## config.mk

```make
export PLATFORM = sky130hd
export DESIGN_NAME = mmm_adj_loader
export DESIGN_NICKNAME = d
export VERILOG_FILES = /design/src/rtl/mmm_adj_loader.sv
export SDC_FILE = /design/constraint.sdc
export NUM_CORES = 1
export LEC_CHECK = 0
export ABC_AREA = 1
export BUFFER_PORTS_ARGS = -buffer_cell sky130_fd_sc_hd__buf_2
export CAP_MARGIN = 0
export CORE_ASPECT_RATIO = 1.2
export CORE_MARGIN = 1.5
export CORE_UTILIZATION = 35
export CTS_CLUSTER_SIZE = 14
export DETAILED_ROUTE_END_ITERATION = 8
export PLACE_DENSITY = 0.57
export REMOVE_ABC_BUFFERS = 1
export SLEW_MARGIN = 30
export SYNTH_ARGS = -nofsm -noshare
export SYNTH_HDL_FRONTEND = slang
export SYNTH_SLANG_ARGS = --single-unit
```

## constraint.sdc

```tcl
create_clock -name i_clk -period 4.5 [get_ports i_clk]
set_input_delay 0.9 -clock i_clk [delete_from_list [all_inputs] [get_ports i_clk]]
set_output_delay 0.9 -clock i_clk [all_outputs]
set_load 0.02 [all_outputs]
```

## src/rtl/mmm_adj_loader.sv

```systemverilog
`default_nettype none
// ============================================================================
// Module      : mmm_adj_loader
// Description : Streams one graph problem (header word + dense adjacency
//               bitmap) into an adjacency RAM. Rows are written at a fixed
//               stride of MAX_V/DATA_W words. Bits beyond n_vertices and
//               (optionally) self-loop bits are cleared on the way in.
//               Problems larger than MAX_V are consumed without writes and
//               flagged with o_err, so the stream stays aligned.
// Revision    : 1.0 - initial release
// ============================================================================
module mmm_adj_loader #(
  parameter int DATA_W   = 32,
  parameter int MAX_V    = 1024,
  parameter int CLR_DIAG = 1,
  localparam int STRIDE  = MAX_V / DATA_W,
  localparam int AW      = $clog2(MAX_V * STRIDE)
) (
  input  logic              i_clk,
  input  logic              i_reset_n,
  input  logic [DATA_W-1:0] i_indata,
  input  logic              i_indata_ready,
  output logic              o_indata_want,
  output logic              o_hdr_valid,
  output logic [15:0]       o_init_maxsize,
  output logic [15:0]       o_n_vertices,
  output logic              o_wr_en,
  output logic [AW-1:0]     o_wr_addr,
  output logic [DATA_W-1:0] o_wr_data,
  output logic              o_done,
  output logic              o_err,
  input  logic              i_ack
);

  localparam int LW = $clog2(DATA_W);

  typedef enum logic [1:0] {
    S_HDR   = 2'd0,
    S_LOAD  = 2'd1,
    S_DRAIN = 2'd2,
    S_DONE  = 2'd3
  } state_t;

  state_t              r_state;
  state_t              w_state_nxt;

  logic                r_want;
  logic                r_hdr_valid;
  logic [15:0]         r_init;
  logic [15:0]         r_n;
  logic [15:0]         r_nc;
  logic [15:0]         r_row;
  logic [15:0]         r_col;
  logic                r_wr_en;
  logic [AW-1:0]       r_wr_addr;
  logic [DATA_W-1:0]   r_wr_data;
  logic                r_done;
  logic                r_err;

  logic                w_xfer;
  logic [15:0]         w_hdr_n;
  logic [16:0]         w_hdr_sum;
  logic [15:0]         w_hdr_nc;
  logic                w_hdr_zero;
  logic                w_hdr_big;
  logic                w_last;
  logic                w_col_wrap;
  logic [31:0]         w_base;
  logic [AW-1:0]       w_addr;
  logic [DATA_W-1:0]   w_mask;

  // A word moves only when both sides agree on the same edge
  assign w_xfer     = i_indata_ready & r_want;

  // Header decode; NC is the number of words per adjacency row
  assign w_hdr_n    = i_indata[31:16];
  assign w_hdr_sum  = {1'b0, w_hdr_n} + 17'(DATA_W - 1);
  assign w_hdr_nc   = 16'(w_hdr_sum >> LW);
  assign w_hdr_zero = (w_hdr_n == 16'd0);
  assign w_hdr_big  = (32'(w_hdr_n) > 32'(MAX_V));

  // Row/column position within the current problem
  assign w_col_wrap = (r_col == r_nc - 16'd1);
  assign w_last     = w_col_wrap && (r_row == r_n - 16'd1);

  // RAM address: rows sit at a fixed stride regardless of n_vertices
  assign w_addr     = AW'(r_row) * AW'(STRIDE) + AW'(r_col);

  // First vertex index covered by the current column word
  assign w_base     = 32'(r_col) << LW;

  // Keep only bits for real vertices, optionally dropping the self-loop
  always_comb begin
    w_mask = '0;
    for (int b = 0; b < DATA_W; b++) begin
      w_mask[b] = ((w_base + 32'(b)) < 32'(r_n)) &&
                  !((CLR_DIAG != 0) && ((w_base + 32'(b)) == 32'(r_row)));
    end
  end

  // State register
  always_ff @(posedge i_clk or negedge i_reset_n) begin
    if (!i_reset_n) begin
      r_state <= S_HDR;
    end else begin
      r_state <= w_state_nxt;
    end
  end

  // Next-state decode
  always_comb begin
    w_state_nxt = r_state;
    case (r_state)
      S_HDR: begin
        if (w_xfer) begin
          if (w_hdr_zero) begin
            w_state_nxt = S_DONE;
          end else if (w_hdr_big) begin
            w_state_nxt = S_DRAIN;
          end else begin
            w_state_nxt = S_LOAD;
          end
        end
      end
      S_LOAD, S_DRAIN: begin
        if (w_xfer && w_last) begin
          w_state_nxt = S_DONE;
        end
      end
      S_DONE: begin
        if (i_ack) begin
          w_state_nxt = S_HDR;
        end
      end
      default: w_state_nxt = S_HDR;
    endcase
  end

  // Datapath: header capture, counters, write port and completion flags
  always_ff @(posedge i_clk or negedge i_reset_n) begin
    if (!i_reset_n) begin
      r_want      <= 1'b0;
      r_hdr_valid <= 1'b0;
      r_init      <= 16'd0;
      r_n         <= 16'd0;
      r_nc        <= 16'd0;
      r_row       <= 16'd0;
      r_col       <= 16'd0;
      r_wr_en     <= 1'b0;
      r_wr_addr   <= '0;
      r_wr_data   <= '0;
      r_done      <= 1'b0;
      r_err       <= 1'b0;
    end else begin
      // Registered so it tracks the state the FSM is entering
      r_want      <= (w_state_nxt != S_DONE);
      r_hdr_valid <= 1'b0;
      r_wr_en     <= 1'b0;
      case (r_state)
        S_HDR: begin
          if (w_xfer) begin
            r_init      <= i_indata[15:0];
            r_n         <= w_hdr_n;
            r_nc        <= w_hdr_nc;
            r_row       <= 16'd0;
            r_col       <= 16'd0;
            r_hdr_valid <= 1'b1;
            if (w_hdr_zero) begin
              r_done <= 1'b1;
            end
          end
        end
        S_LOAD, S_DRAIN: begin
          if (w_xfer) begin
            if (r_state == S_LOAD) begin
              r_wr_en   <= 1'b1;
              r_wr_addr <= w_addr;
              r_wr_data <= i_indata & w_mask;
            end
            if (w_col_wrap) begin
              r_col <= 16'd0;
              r_row <= r_row + 16'd1;
            end else begin
              r_col <= r_col + 16'd1;
            end
            if (w_last) begin
              r_done <= 1'b1;
              r_err  <= (r_state == S_DRAIN);
            end
          end
        end
        S_DONE: begin
          if (i_ack) begin
            r_done <= 1'b0;
            r_err  <= 1'b0;
          end
        end
        default: begin
          r_done <= 1'b0;
        end
      endcase
    end
  end

  assign o_indata_want  = r_want;
  assign o_hdr_valid    = r_hdr_valid;
  assign o_init_maxsize = r_init;
  assign o_n_vertices   = r_n;
  assign o_wr_en        = r_wr_en;
  assign o_wr_addr      = r_wr_addr;
  assign o_wr_data      = r_wr_data;
  assign o_done         = r_done;
  assign o_err          = r_err;

endmodule
`default_nettype wire

```

After elaboration in Yosys (flattened, before gate mapping). Index checks and enable logic that the tools add are counted.

Register bits: 130. Bits in latches: 0. RAM bits: 0. ROM bits: 0. Bits of input ports: 36. Output and inout bits: 84. Logic and storage cells: 233. Memories kept: 0.

Add/subtract/negate cells: 37. $mul: 0. Div/mod/pow operators: 0. Order comparisons: 33. Equal/unequal tests: 44. Shift operators: 0. Mux-type cells: 27. Bitwise logic cells: 2. Reduce and logical (&&, ||, !) cells: 77.

Operators with widths (count): $lt A32 B16 Y1 (31); $eq A22 B16 Y1 (31); $add A21 B5 Y22 const B (16); $add A21 B4 Y22 const B (8); $add A21 B3 Y22 const B (4); $mux W16 (5); $pmux W16 S2 (2); $add A21 B2 Y22 const B (2); $logic_and A1 B1 Y1 (34); $add A16 B1 Y16 const B (2); $and A32 B32 Y32 (1); $eq A16 B16 Y1 (2); $logic_not A1 Y1 (32); $add A21 B1 Y22 const B (1); $eq A21 B16 Y1 (1); $lt A21 B16 Y1 (1); $add A16 B5 Y17 const B (1); $gt A16 B11 Y1 const B (1); $logic_not A16 Y1 (1); $sub A16 B1 Y16 const B (1); $add A15 B15 Y15 (1); $ne A2 B2 Y1 const B (7); $sub A12 B1 Y13 const B (1); $mux W1 (12); other kinds (14) (22).

Depth between registers and ports, before layout.
Depth in word-level cells: 7. Gate-level depth with buffers: 17. Gate-level depth less buffers: 17.

Least setup slack after synthesis. Ideal clock, no wire load.

Kind: input-to-reg. From: input port i_indata[20]. To: register r_done, in the netlist o_done. Library setup time: 123 ps. Arrival time: 2150 ps. Data required time: 4377 ps. Slack: 2226 ps. Cell stages on the path: 9. Buffers on the path: 0. Cell sequence: nor2_1 nand4_1 or2_2 nor3b_1 nand2_1 a211oi_1 nand2_1 nand2_1 o21ai_1.

Cells in the longest elaborated chain, start to end: 3.

Ends and longest elaborated chain: start, declared (RTL line 21) `input logic [DATA_W-1:0] i_indata,`; $logic_not A16 Y1 (RTL line 79) `assign w_hdr_zero = (w_hdr_n == 16'd0);`; $ne A2 B2 Y1 (no source line); $reduce_and A5 Y1 (no source line); end signal, assigned (RTL line 152) `r_done <= 1'b0;`; end signal, assigned (RTL line 169) `r_done <= 1'b1;`; end signal, assigned (RTL line 187) `r_done <= 1'b1;`; end, declared (RTL line 57) `logic r_done;`.

No other way between the ends. A chain may end at the register's enable or synchronous reset.

Final worst setup path.
From: register r_state[1]. To: register r_wr_data[12], in the netlist o_wr_data[12].

Cells in the longest elaborated chain, start to end: 3. Elaborated cells on any way between the ends: 4. Those cells by class: 2 x eq/ne; 2 x reduce/logical.

Ends and longest elaborated chain: start, declared (RTL line 44) `state_t r_state;`; start signal, assigned (RTL line 106) `r_state <= w_state_nxt;`; $eq A2 B1 Y1 / $eq A2 B2 Y1 (equally long branches) (RTL line 159, 175); $reduce_or A2 Y1 (RTL line 159) `case (r_state)`; $reduce_and A3 Y1 (no source line) (*); end signal, assigned (RTL line 178) `r_wr_data <= i_indata & w_mask;`; end, declared (RTL line 56) `logic [DATA_W-1:0] r_wr_data;`.

Mark *: on every way between the ends. The rest lies on a longest branch, timed or not.

==> results.cfg <==
[cts]
cts_inserted_buffers = 17
htree_levels = 4
clock-root-buffer = clkbuf_16
cts_max_path_buffers = 2
cts_tree = yes
worstSkewPairLatency_ps = 430
cts.sinks = 130
hold_buffers = 0
cts_setup_buffers = 0
clk_pin_slew_worst_paths_ps = 60
cts_resized = 0

[floorplanning]
start_util_pct = 35.5
die_w_um = 150
die_h_um = 179
rows = 64
core_mm2 = 0.0254
die-area_mm2 = 0.0267
io_pins = 120

[power_and_ir_drop]
pwr-share-comb_pct = 44.9
power_uw = 5700
p_int_uw = 3020
p_sw_share_pct = 47.0
switchingPower_uw = 2680
ir_drop_v = 0.000296
p_leak_uw = 0.00511
clockPowerShare_pct = 23.8
power.share.sequential_pct = 31.3
pwr_density_cell_mw_per_mm2 = 545

[layout]
layout-drive-gt1-share_pct = 15.9
diodes = 0
layout.nets = 1410
syn2layout_area_growth_pct = 16.0
fillers = 2658

[grt]
grtUsageTotal_pct = 24.5
antenna_found_initial = 2
grt_pass1_vias = 8644
overflow = 0
grt_start_max_net_pins = 88
grt_first_pass_wirelength_mm = 48.9

[setup_path]
end_kind = flop
crit_type = reg2reg
start_kind = flop
worstPathCellList = inv_1 -> ha_1 -> inv_2 -> nor2_1 -> nand2_2 -> inv_2 -> nand2_1 -> o41ai_1
cp_max_fo = 26
r2r_setup_slack_ps = 1340
slowest_stage = nor2_1
cp_data_arrival_time_ps = 3480
cp_common_cell = inv_2
required_ps = 4820
r2r_cells = 8
critPathMaxStageDelay_ps = 510

[timing]
tightest_slew_ps = 688
setup_tns_ps = 0
skew_ps = 15.0
rsz0062_at_grt = false
min_period_over_period_pct = 70.2
whs_ps = 331
setup_ws_ps = 1340
slew_headroom_pct = 54.0
finalCriticalPeriod_ps = 3160
max_freq_mhz = 316
hold_viol = 0
setup_viol = 0
drv_slew = 0

[placed_design]
gp_congestion = 0.953
dp_slack_ps = 1360
port_buffers = 119
dp_hpwl_mm = 24.5

[drt]
ant_nets = 0
drc = 0
vias = 8871
drt-total-wl_mm = 32.1
first_pass_iters = 5
drtIter0Drc = 570
wl_per_cell_um = 19.1
via_per_inst = 5.28

[flow_run]
cap_viol_max_count = 0

[synth]
synth_mux_area_share_pct = 0
synth_top_cell_by_area = dfrtp_1
yosys.area_share.simple_pct = 31.1
yosys-top-cells-area = dfrtp_1 36%, nand2_1 14%, inv_1 5.6%
synthAdderAreaFrac_pct = 4.94
synthXorXnorAreaFrac_pct = 5.73
synth-seq-cells = 130
yosysSeqAreaShare_pct = 36.1
postSynthCellCount = 1241
synth_compound_area_share_pct = 13.9
synth_top_family_by_area = simple AND/OR/NAND/NOR gates
syn_area_mm2 = 0.00902
async_flop_share_pct = 100
yosysWarnings = 0
yosysTopAreaCellShare_pct = 36.1
yosys.cell_types.count = 54
synth_edf_count = 0
syn_area_per_cell_um2 = 7.27
synth_ff_type = dfrtp_1

[hold_path]
hp-class = in2async

[outcome]
status = finished clean
through the flow:
| step | util [%] | std cells | cell area [µm²] |
|---|---|---|---|
| CTS | 41.1 | 1679 | 10400 |
| detailed placement | 38.9 | 1649 | 9870 |
| floorplan | - | 1194 | 8800 |
| global placement | 38.9 | 1649 | 9870 |
| global route | 41.2 | 1680 | 10500 |
| finish | 41.2 | 1680 | 10500 |
cell usage after synthesis, types with 3 or more instances:
library cell	instances
nand2_1	343
inv_1	134
dfrtp_1	130
nor2_1	114
nand3_1	84
o21ai_0	72
xor2_1	42
nor3_1	36
ha_1	34
a21oi_1	32
clkbuf_1	29
o31ai_1	17
xnor2_1	17
nand4_1	16
buf_2	12
o31ai_2	12
o22ai_1	11
o211ai_1	10
inv_2	7
nor2_4	7
nor2_2	6
a32o_1	5
nand2_2	5
nor4_1	5
or2_2	5
nand3b_1	4
o2111ai_1	4
o21ai_2	4
a22o_1	3
a22oi_1	3
o21ai_1	3
o221ai_1	3
sequential cells by signal (all words and copies together) (netlist names):
name / cells
r_row: 16
o_wr_addr: 15
o_n_vertices: 16
o_wr_en: 1
o_done: 1
r_nc: 12
o_wr_data: 32
r_col: 16
r_state: 2
o_indata_want: 1
o_init_maxsize: 16
o_hdr_valid: 1
o_err: 1
kinds of logic (layout without fill, tap and decap cells):
logic type      count (synthesis)  count (layout)
buf+inv                       188             297
compound gates                191             191
fa+ha+maj                      35              35
simple gates                  638             638
xor+xnor                       59              59
flops                         130             130
per-layer routing:
layer / vias to the layer above / global-route usage, % / routed length, µm
met1: 4158 / 28.3 / 12600
met5: - / 0 / 23
met4: 4 / 14.9 / 1790
li1: 4273 / - / -
met3: 102 / 4.78 / 1920
met2: 334 / 41.7 / 15700
final cells by class:
class	count	area [µm²]	area share, %
well taps	330	413	3.95
flip-flops and latches	130	3250	31.1
clock buffers	21	450	4.31
inverters	141	529	5.06
clock inverters	9	109	1.04
repair buffers	126	674	6.45
multi-input cells	923	5030	48.1
worst paths after layout:
| check | start | endpoint |
|---|---|---|
| max | r_state[1] | o_wr_data[12] |
| min | i_reset_n | o_n_vertices[10] |
| max reg2reg | r_state[1] | o_wr_data[12] |
| min reg2reg | o_init_maxsize[4] | o_init_maxsize[4] |
| max in group asynchronous | i_reset_n | o_wr_data[9] |
| min in group i_clk | o_init_maxsize[4] | o_init_maxsize[4] |
worst max-delay path, delay by kind of cell (launching register included):
kind	cells	cell delay [ps]
simple gates	3	1100
buf+inv	3	820
flops	1	420
fa+ha+maj	1	350
compound gates	1	330
layout by cell type, fill, tap and decap left out, types with 10 or more instances in the layout:
| cell | n |
|---|---|
| o31ai_1 | 17 |
| buf_2 | 118 |
| o22ai_1 | 11 |
| xnor2_1 | 17 |
| nand3_1 | 84 |
| xor2_1 | 42 |
| nand2_1 | 342 |
| o21ai_0 | 72 |
| dfrtp_1 | 130 |
| o211ai_1 | 10 |
| nor3_1 | 36 |
| nor2_1 | 113 |
| ha_1 | 34 |
| a21oi_1 | 32 |
| inv_1 | 133 |
| nand4_1 | 16 |
| o31ai_2 | 12 |
| clkbuf_16 | 17 |
power by group through the flow:
stage / Clock, µW / Combinational [µW] / Sequential, µW
final: 1360 / 2560 / 1780
after CTS: 1370 / 2550 / 1780
after global placement: 0 / 2520 / 1800
after floorplan: 0 / 1490 / 1940
after global routing: 1420 / 2840 / 1820
after detailed placement: 0 / 2540 / 1800
(Power assumes the default switching activity.)
